`src/rtl/pipe_ctrl_pkg.sv`:
```
// Shared types and constants for the pipeline control unit.
package pipe_ctrl_pkg;

  localparam int unsigned REG_IDX_W = 5;
  localparam int unsigned STALL_W   = 32;

  // Canonical NOP (addi x0, x0, 0) that the bubble consumers load.
  localparam logic [31:0] NOP_INSN = 32'h0000_0013;

  typedef enum logic [0:0] {
    RUN  = 1'b0,
    BUSY = 1'b1
  } state_e;

endpackage : pipe_ctrl_pkg

```
`src/rtl/pipe_ctrl_load_use_det.sv`:
```
// Load-use hazard comparator between the load in EX and the operands in ID.
module load_use_det
  import pipe_ctrl_pkg::*;
(
  input  logic                 ex_mem_read,
  input  logic [REG_IDX_W-1:0] ex_rd,
  input  logic [REG_IDX_W-1:0] id_rs1,
  input  logic [REG_IDX_W-1:0] id_rs2,
  input  logic                 id_uses_rs1,
  input  logic                 id_uses_rs2,
  output logic                 load_use_c
);

  // x0 is never a real dependency, so a load targeting it cannot stall.
  always_comb begin
    load_use_c = ex_mem_read && (ex_rd != '0) &&
                 ((id_uses_rs1 && (id_rs1 == ex_rd)) ||
                  (id_uses_rs2 && (id_rs2 == ex_rd)));
  end

endmodule : load_use_det

```
`src/rtl/pipe_ctrl.sv`:
```
// Pipeline control: stall/flush/bubble strobes, MDU hold FSM, stall counter.
module pipe_ctrl
  import pipe_ctrl_pkg::*;
#(
  parameter int unsigned MDU_LAT = 4,
  parameter int unsigned CNT_W   = $clog2(MDU_LAT)
) (
  input  logic                 clk,
  input  logic                 rst_n,
  input  logic [REG_IDX_W-1:0] id_rs1,
  input  logic [REG_IDX_W-1:0] id_rs2,
  input  logic                 id_uses_rs1,
  input  logic                 id_uses_rs2,
  input  logic [REG_IDX_W-1:0] ex_rd,
  input  logic                 ex_mem_read,
  input  logic                 ex_mdu_op,
  input  logic                 branch_taken,
  input  logic                 dmem_wait,
  output logic                 pc_write,
  output logic                 if_id_write,
  output logic                 if_flush,
  output logic                 id_ex_write,
  output logic                 id_ex_bubble,
  output logic                 ex_mem_bubble,
  output logic                 mdu_done,
  output logic [STALL_W-1:0]   stall_cycles
);

  state_e               state_q, state_d;
  logic [CNT_W-1:0]     cnt_q, cnt_d;
  logic [STALL_W-1:0]   stall_cycles_q, stall_cycles_d;
  logic                 load_use_c;

  load_use_det u_load_use_det (
    .ex_mem_read (ex_mem_read),
    .ex_rd       (ex_rd),
    .id_rs1      (id_rs1),
    .id_rs2      (id_rs2),
    .id_uses_rs1 (id_uses_rs1),
    .id_uses_rs2 (id_uses_rs2),
    .load_use_c  (load_use_c)
  );

  // State, busy counter and stall counter registers (synchronous reset).
  always_ff @(posedge clk) begin
    if (!rst_n) begin
      state_q        <= RUN;
      cnt_q          <= '0;
      stall_cycles_q <= '0;
    end else begin
      state_q        <= state_d;
      cnt_q          <= cnt_d;
      stall_cycles_q <= stall_cycles_d;
    end
  end

  // Next-state and strobe decode in priority order: reset, freeze, MDU hold, load-use, branch.
  always_comb begin
    state_d       = state_q;
    cnt_d         = cnt_q;
    pc_write      = 1'b1;
    if_id_write   = 1'b1;
    id_ex_write   = 1'b1;
    if_flush      = 1'b0;
    id_ex_bubble  = 1'b0;
    ex_mem_bubble = 1'b0;
    mdu_done      = 1'b0;

    if (!rst_n) begin
      pc_write      = 1'b0;
      if_id_write   = 1'b0;
      id_ex_write   = 1'b0;
      if_flush      = 1'b1;
      id_ex_bubble  = 1'b1;
      ex_mem_bubble = 1'b1;
      state_d       = RUN;
      cnt_d         = '0;
    end else if (dmem_wait) begin
      pc_write    = 1'b0;
      if_id_write = 1'b0;
      id_ex_write = 1'b0;
    end else if (((state_q == RUN) && ex_mdu_op) ||
                 ((state_q == BUSY) && (cnt_q != '0))) begin
      pc_write      = 1'b0;
      if_id_write   = 1'b0;
      id_ex_write   = 1'b0;
      ex_mem_bubble = 1'b1;
      if (state_q == RUN) begin
        state_d = BUSY;
        cnt_d   = CNT_W'(MDU_LAT - 2);
      end else begin
        cnt_d   = cnt_q - CNT_W'(1);
      end
    end else begin
      // Release cycle of an MDU op falls through to normal RUN hazard rules.
      if (state_q == BUSY) begin
        mdu_done = 1'b1;
        state_d  = RUN;
      end
      if (load_use_c) begin
        pc_write     = 1'b0;
        if_id_write  = 1'b0;
        id_ex_bubble = 1'b1;
      end else if (branch_taken) begin
        if_flush = 1'b1;
      end
    end
  end

  // Saturating count of cycles in which the PC did not advance.
  always_comb begin
    stall_cycles_d = stall_cycles_q;
    if (!pc_write && (stall_cycles_q != '1)) begin
      stall_cycles_d = stall_cycles_q + STALL_W'(1);
    end
  end

  assign stall_cycles = stall_cycles_q;

endmodule : pipe_ctrl

```
`config.mk`:
```
export PLATFORM = sky130hd
export DESIGN_NAME = pipe_ctrl
export DESIGN_NICKNAME = d
export VERILOG_FILES = /design/src/rtl/pipe_ctrl_pkg.sv /design/src/rtl/pipe_ctrl_load_use_det.sv /design/src/rtl/pipe_ctrl.sv
export SDC_FILE = /design/constraint.sdc
export NUM_CORES = 1
export LEC_CHECK = 0
export BUFFER_PORTS_ARGS = -buffer_cell sky130_fd_sc_hd__buf_2
export CAP_MARGIN = 20
export CORE_MARGIN = 1
export CORE_UTILIZATION = 50
export CTS_CLUSTER_DIAMETER = 60
export DETAILED_ROUTE_END_ITERATION = 16
export GPL_TIMING_DRIVEN = 0
export PLACE_DENSITY = 0.77
export SYNTH_ARGS = -nofsm -noshare
export SYNTH_HDL_FRONTEND = slang
export SYNTH_SLANG_ARGS = --single-unit
export TNS_END_PERCENT = 20
```
`constraint.sdc`:
```
create_clock -name clk -period 2.4 [get_ports clk]
set_input_delay 0.12 -clock clk [delete_from_list [all_inputs] [get_ports clk]]
set_output_delay 0.12 -clock clk [all_outputs]
set_load 0.02 [all_outputs]
```
==> flow_summary.toml, run 1 <==
[route]
drc = 0
top_layer = "met4"
avgRoutedWirePerCell_um = 14.6
vias = 2137
wl_met3_um = 266
drt_first_pass_iters = 5
first_iter_violations = 144
wl_mm = 5.32
antenna_left = 0
viasPerCell = 5.85
wl_met2_mm = 2.59
m1WireLength_mm = 2.40

[sta]
clock_skew_ns = 0.00366
timing.fmax_ghz = 0.434
tightestPinTransition_ns = 0.512
rsz0062_at_grt = "false"
slew-limit-headroom = 0.659
finalCritPeriodShare = 0.961
finalCriticalPeriod_ns = 2.31
slew_viol_final = 0
finalSetupViolations = 0
hold_viol = 0
finalSetupTns_ns = 0

[synth]
yosysWarnings = 0
synthCells = 244
synth_area_leader_cell = "dfxtp_1"
synth_nets = 269
synth_cell_types = 49
yosysSeqAreaShare = 0.348
synthDominantCellAreaShare = 0.348
synthTopCellsByArea = "dfxtp_1 (35%), a21oi_1 (5.0%), xnor2_1 (4.8%)"
syn_area_per_cell_um2 = 8.26
syn_area_mm2 = 0.00202
ys_ff_latch = 35

[worst_setup_path]
cp_top_family = "simple AND/OR/NAND/NOR gates"
crit_path_end_kind = "flip-flop"
worstPathRequired_ns = 2.63
critical_path.slowest_cell = "or4_1"
max_stage_delay_ns = 0.60
cp_cell_sequence = "nand4_4 > or4_1 > a221oi_2 > nand2_2 > or3_1 > a21oi_1"
crit_fanout = 6
cp.arrival_ns = 2.53
path_buf_inv = 0
cp-start-kind = "flip-flop"
critical_path_class = "reg2reg"

[clock_network]
clk_pin_slew_worst_paths_ns = 0.07
cts_buffers = 5
clock_latency_ns = 0.29
root_buffer = "clkbuf_8"
cts_htree_levels = 2
cts_buffer_depth = 2
cts_sinks = 35
hold_buffers = 0
cts_tree = "yes"

[final_layout]
seq_area_um2 = 704
fillers = 319
nets = 343
area_growth_pct = 28.4
antenna_cells = 0
drive_above_1_share = 0.312
final_cell_mix = "buf_2 (61), dfxtp_1 (32), nand2_1 (21), a21oi_1 (20), nand3_1 (17)"
multi_input_comb_area_mm2 = 0.00130
final_common_cell = "buf_2"

[power_and_ir_drop]
ir_worst_vdd_mv = 0.342
leakagePower_nw = 1.04
p_per_area_mw_per_mm2 = 459
p_total_mw = 1.19

[grt]
grt.total_usage = 0.263
grt_pass1_vias = 1888
antenna_found_initial = 0
overflow = 0
grt_max_degree = 11
grt_pass1_wl_mm = 8.59

[floorplan]
io_pins = 62
dieHeight_um = 65.5
die_width_um = 65.5
start_util = 0.535
num_rows = 22
core_area_mm2 = 0.00377
die_area_mm2 = 0.00429

[placement]
place.gp.congestion = 0.841
port-buffer-count = 59
place_hpwl_mm = 3.75

[hold_path]
holdCritPathClass = "in2reg"

[outcome]
status = "finished clean"

[job]
max_cap_viol_count = 0
[kinds of logic after synthesis]
family | share of synthesized area
xor gates and xnor gates | 0.0695
and+or+nand+nor | 0.311
buffers and inverters | 0.0447
muxes | 0.0248
DFF | 0.348
adders and majority gates | 0.0124
AOI/OAI and AO/OA | 0.190
[path summary, 6_finish.rpt]
check                    from  slack (ns)               end  depth (start not counted)
min                     rst_n        0.19  stall_cycles[19]                          3
max reg2reg   stall_cycles[4]        0.09  stall_cycles[18]                          6
max           stall_cycles[4]        0.09  stall_cycles[18]                          6
min reg2reg  stall_cycles[29]        0.50  stall_cycles[29]                          2
[metal layers]
layer,GRT usage,vias up
met1,0.329,1007
met5,0,-
met2,0.424,59
met3,0.0833,7
li1,-,1064
met4,0.0870,0
[timing repair]
item,CTS,global route
setup buffers,0,8
endpoints found under the setup margin,19,26
pin swaps,1,4
resized for setup,5,12
gates cloned,0,0
[tightest hold or removal path, stage by stage]
cell and delay, ns:
buf_2 0.17, nand2b_1 0.09, o41ai_1 0.06
[synth_stat cells, drive strengths merged]
cell type / n
nand2b: 6
o31ai: 8
or4: 10
o22ai: 1
nor4: 7
or3: 10
clkbuf: 3
a21o: 1
or3b: 1
and2: 2
mux2i: 5
a21boi: 1
nand2: 23
a21oi: 20
and3: 1
o41ai: 3
nor2b: 1
a221oi: 1
o31a: 2
nor2: 9
a32oi: 1
dfxtp: 35
ha: 2
inv: 7
or2: 1
a211oi: 1
nor3b: 1
nand3: 17
and4: 1
o21a: 2
o311ai: 2
xnor2: 11
a31o: 1
xor2: 5
nor3: 8
nand4: 12
o221ai: 1
o21ai: 13
buf: 8
[power by group]
| part | total (mW) | internal, mW | leakage [nW] | switching, mW |
|---|---|---|---|---|
| combinational | 0.190 | 0.0765 | 0.716 | 0.114 |
| sequential | 0.608 | 0.593 | 0.284 | 0.0144 |
| clock | 0.390 | 0.193 | 0.0371 | 0.197 |
[flip-flops by register name (all words and copies together), names as in the netlist]
name,cells
cnt_q,2
stall_cycles,32
state_q,1
[area by class of cell]
class | instances | area share
clock buffers | 6 | 0.0280
plain buffers | 11 | 0.0271
flip-flops and latches | 35 | 0.272
inverters | 7 | 0.0101
repair buffers | 67 | 0.137
multi-input cells | 191 | 0.502
well taps | 48 | 0.0232
[stage by stage]
stage | hold slack, ns | setup slack (ns) | instance area (µm²) | utilization | cells
2_1_floorplan | 0.382 | 0.0792 | 2020 | - | 244
3_3_place_gp | 0.473 | -0.0895 | 2370 | 0.629 | 351
3_5_place_dp | 0.485 | -0.149 | 2370 | 0.629 | 351
5_1_grt | 0.194 | 0.0203 | 2590 | 0.686 | 365
4_1_cts | 0.190 | -0.00574 | 2480 | 0.658 | 357
6_report | 0.185 | 0.0939 | 2590 | 0.686 | 365
No activity file was read; power rests on OpenSTA's default activity.
==> run 2: changes to the inputs <==
--- a/config.mk
+++ b/config.mk
@@ -12,6 +12,7 @@
 export CTS_CLUSTER_DIAMETER = 60
 export DETAILED_ROUTE_END_ITERATION = 16
 export GPL_TIMING_DRIVEN = 0
+export MAX_ROUTING_LAYER = met4
 export PLACE_DENSITY = 0.77
 export SYNTH_ARGS = -nofsm -noshare
 export SYNTH_HDL_FRONTEND = slang
==> run 2 against run 1 <==
Sequential power about the same. Routed wire length did not move. Clock skew is 0.0019 ns higher. Sequential share of layout area unchanged. Total power is 0.18% higher. Register-to-register slack barely moved. Clock power about the same. Critical path type unchanged. Critical endpoint unchanged. Largest power group unchanged.
==> flow_summary.toml, run 2 (synthesis gave the netlist of run 1 again) <==
[final_layout]
final_common_cell = "buf_2"
drive_above_1_share = 0.312
fillers = 319
final_cells = 365
nets = 343
final_cell_area_mm2 = 0.00259
final_cell_mix = "buf_2 (61), dfxtp_1 (32), nand2_1 (21), a21oi_1 (20), nand3_1 (17)"
largest_register_ff_count = 32
area_growth_pct = 28.4
antenna_cells = 0

[outcome]
status = "finished clean"

[floorplan]
core_area_mm2 = 0.00377
die_area_mm2 = 0.00429
num_rows = 22
die_width_um = 65.5
io_pins = 62
dieHeight_um = 65.5
start_util = 0.535

[clock_network]
cts_sinks = 35
cts_tree = "yes"
hold_buffers = 0
clock_latency_ns = 0.29
cts_buffer_depth = 2
root_buffer = "clkbuf_8"
cts_htree_levels = 2
cts_buffers = 5
clk_pin_slew_worst_paths_ns = 0.07

[sta]
finalCriticalPeriod_ns = 2.31
slew-limit-headroom = 0.659
slew_viol_final = 0
hold_viol = 0
tightestPinTransition_ns = 0.512
whs_ns = 0.183
timing.fmax_ghz = 0.434
clock_skew_ns = 0.00553
finalCritPeriodShare = 0.961
rsz0062_at_grt = "false"
finalSetupViolations = 0

[route]
avgRoutedWirePerCell_um = 14.6
vias = 2138
drt_first_pass_iters = 5
drc = 0
antenna_left = 0
viasPerCell = 5.86
wl_mm = 5.32
first_iter_violations = 142

[worst_setup_path]
cp.arrival_ns = 2.54
reg2regPathDepth = 6
critPathLaunch = "stall_cycles[4]"
rrSetupSlack_ns = 0.09
crit_fanout = 6
worstPathRequired_ns = 2.63
r2r_end = "stall_cycles[18]"
cp-start-kind = "flip-flop"
regToRegStartpoint = "stall_cycles[4]"
critical_path_class = "reg2reg"
endpoint = "stall_cycles[18]"
crit_path_end_kind = "flip-flop"

[power_and_ir_drop]
p_per_area_mw_per_mm2 = 460
leakagePower_nw = 1.04
ir_worst_vdd_mv = 0.342
p_total_mw = 1.19

[grt]
grt.total_usage = 0.269
antenna_found_initial = 0
grt_pass1_wl_mm = 8.56
overflow = 0
grt_pass1_vias = 1892
grt_max_degree = 11

[hold_path]
holdCritPathClass = "in2reg"

[placement]
dp_cells = 351
place.gp.congestion = 0.854
dpl_cell_area_mm2 = 0.00237
port-buffer-count = 59
place_hpwl_mm = 3.75

[job]
max_cap_viol_count = 0
run 2: cell counts in the layout (fill, tap and decap cells not counted):
Identical to the previous run, type by type.
run 2: worst min-delay path by stage:
stage                                start  cells after the start                to
final                                rst_n                      3  stall_cycles[19]
after global routing                 rst_n                      3  stall_cycles[19]
after CTS                            rst_n                      3  stall_cycles[19]
after detailed placement  stall_cycles[29]                      2  stall_cycles[29]
after global placement    stall_cycles[29]                      2  stall_cycles[29]
after floorplan                  ex_mdu_op                      3          cnt_q[0]
run 2: critical path, cell delays in order (launching register included):
cell and delay, ns:
dfxtp_1 0.47, nand4_4 0.19, or4_1 0.60, a221oi_2 0.35, nand2_2 0.14, or3_1 0.36, a21oi_1 0.13
run 2: layout make-up:
class                      count  area [µm²]  area share
buffer                        11        70.1      0.0271
tap                           48        60.1      0.0232
sequential                    35         704       0.272
clock buffer                   6        72.6      0.0280
timing repair buffer          67         355       0.137
multi-input combinational    191        1300       0.502
inverter                       7        26.3      0.0101
run 2: timing repair:
| action | in CTS | in global routing |
|---|---|---|
| gates resized for setup | 5 | 12 |
| setup buffers | 0 | 8 |
| setup endpoints to repair | 19 | 26 |
| pin swaps | 1 | 4 |
run 2: per-stage QoR:
stage | utilization | setup WS [ns] | setup TNS, ns
detailed placement | 0.629 | -0.149 | -0.650
finish | 0.686 | 0.0932 | 0
global placement | 0.629 | -0.0895 | -0.262
global route | 0.686 | 0.0203 | 0
floorplan | - | 0.0792 | 0
CTS | 0.658 | -0.00574 | -0.00574
run 2: metal layers:
layer | vias up | track usage | wire [µm]
met5 | - | - | 0
met2 | 57 | 0.421 | 2580
li1 | 1065 | - | -
met3 | 7 | 0.0799 | 236
met1 | 1009 | 0.329 | 2450
met4 | 0 | 0.0924 | 59
run 2: power by group:
group	internal (mW)	total, mW	switching, mW
Sequential	0.593	0.607	0.0144
Clock	0.193	0.392	0.199
Combinational	0.0765	0.190	0.114
==> run 3: changes to the inputs <==
==> constraint.sdc (replaced) <==
create_clock -name clk -period 2.8 [get_ports clk]
set_input_delay 0.14 -clock clk [delete_from_list [all_inputs] [get_ports clk]]
set_output_delay 0.14 -clock clk [all_outputs]
set_load 0.02 [all_outputs]
==> run 3 against run 2 <==
Sequential share of layout area increased by 1.4 points. Register-to-register slack improved by 0.09 ns. Clock power decreased by 16%. First-iteration DRC count decreased by 6.3%. Flip-flop and latch count unchanged. Utilization decreased by 3.7 points. Final cell count decreased by 2.2%. Routed wire length decreased by 4.9%. Combinational power decreased by 22%. Critical path depth increased by 2. Clock-buffer cell count unchanged. Critical endpoint is now stall_cycles[1]. Highest routed layer unchanged.
==> flow_summary.toml, run 3 (synthesis gave the netlist of run 1 again) <==
[worst_setup_path]
crit_fanout = 10
crit_path_end_kind = "flip-flop"
cp.arrival_ns = 2.78
worstPathRequired_ns = 2.96
cp-start-kind = "flip-flop"
critical_path_class = "reg2reg"

[power_and_ir_drop]
ir_worst_vdd_mv = 0.286
p_per_area_mw_per_mm2 = 407
leakagePower_nw = 0.950

[floorplan]
core_area_mm2 = 0.00377
num_rows = 22
start_util = 0.535
io_pins = 62
dieHeight_um = 65.5
die_area_mm2 = 0.00429
die_width_um = 65.5

[final_layout]
largest_register_ff_count = 32
antenna_cells = 0
final_cell_area_mm2 = 0.00245
multi_input_comb_area_mm2 = 0.00123
fillers = 347
final_cell_mix = "buf_2 (62), dfxtp_1 (35), nand2_1 (22), a21oi_1 (20), nand3_1 (17)"
area_growth_pct = 21.5
nets = 335
drive_above_1_share = 0.265
final_util = 0.650
final_common_cell = "buf_2"
seq_area_um2 = 701

[sta]
finalCriticalPeriod_ns = 2.62
finalCritPeriodShare = 0.936
slew_viol_final = 0
slew-limit-headroom = 0.548
rsz0062_at_grt = "false"
finalSetupTns_ns = 0
clock_skew_ns = 0.00412
hold_viol = 0
tightestPinTransition_ns = 0.673
finalSetupViolations = 0
timing.fmax_ghz = 0.382

[outcome]
status = "finished clean"

[clock_network]
clk_pin_slew_worst_paths_ns = 0.06
cts_buffer_depth = 2
cts_sinks = 35
clock_latency_ns = 0.29
root_buffer = "clkbuf_8"
cts_htree_levels = 2
cts_tree = "yes"
cts_buffers = 5
hold_buffers = 0

[route]
vias = 2081
wl_mm = 5.06
drt_first_pass_iters = 5
antenna_left = 0
viasPerCell = 5.83
first_iter_violations = 133
drc = 0
avgRoutedWirePerCell_um = 14.2

[grt]
grt_pass1_vias = 1854
grt_pass1_wl_mm = 8.38
grt.total_usage = 0.263
overflow = 0
grt_max_degree = 11
antenna_found_initial = 0

[placement]
place_hpwl_mm = 3.75
port-buffer-count = 59
dpl_cell_area_mm2 = 0.00237
place.gp.congestion = 0.854

[hold_path]
holdCritPathClass = "in2reg"

[job]
max_cap_viol_count = 0
==> run 3: changes by cell type in the layout (fill, tap and decap cells not counted), sizes merged <==
cell	change
buf	-7
clkbuf	-1
==> run 3: final timing paths <==
kind                          from               end  slack, ns  cells past startpoint
setup reg to reg  stall_cycles[26]   stall_cycles[1]       0.18                      8
hold reg to reg   stall_cycles[20]  stall_cycles[20]       0.50                      2
hold / removal               rst_n  stall_cycles[19]       0.21                      3
setup / recovery  stall_cycles[26]   stall_cycles[1]       0.18                      8
==> run 3: power by group <==
| part | internal (mW) | total [mW] | switching (mW) |
|---|---|---|---|
| Combinational | 0.0572 | 0.149 | 0.0923 |
| Sequential | 0.507 | 0.519 | 0.0117 |
| Clock | 0.165 | 0.329 | 0.164 |
| Total | 0.730 | 0.998 | 0.268 |
==> run 3: repair_timing <==
action | CTS | global route
endpoints found under the setup margin | 0 | 1
gates resized for setup | 0 | 1
buffers inserted | 0 | 0
==> run 3: critical path, cell delays in order, from the launching register on <==
cell     delay [ns]
dfxtp_1        0.42
nand4_1        0.20
nor3_1         0.62
a32oi_1        0.33
nand2_1        0.18
buf_2          0.24
buf_4          0.22
mux2i_1        0.23
nor2_1         0.06
==> run 3: metrics by stage <==
stage               hold WS, ns  std cells  worst slack (ns)  total power, mW
CTS                       0.210        357             0.235             1.00
global route              0.212        357            0.0297             1.05
floorplan                 0.402        244             0.479            0.625
finish                    0.210        357             0.180            0.998
global placement          0.473        351             0.310            0.674
detailed placement        0.485        351             0.251            0.679
==> run 3: cell type report <==
| type | count | area share |
|---|---|---|
| buffer | 11 | 0.0260 |
| clock buffer | 6 | 0.0296 |
| inverter | 7 | 0.0107 |
| multi-input combinational | 191 | 0.503 |
| sequential | 35 | 0.286 |
| tap | 48 | 0.0245 |
| timing repair buffer | 59 | 0.121 |
==> run 3: routing by layer <==
layer  wire (µm)  share of wire  global-route usage  up-vias
li1            -              -                   -     1051
met1        2390           0.47               0.332      964
met2        2350           0.46               0.398       56
met3         259          0.051              0.0799       10
met4          69          0.014              0.0924        0
met5           0              0                   -        -
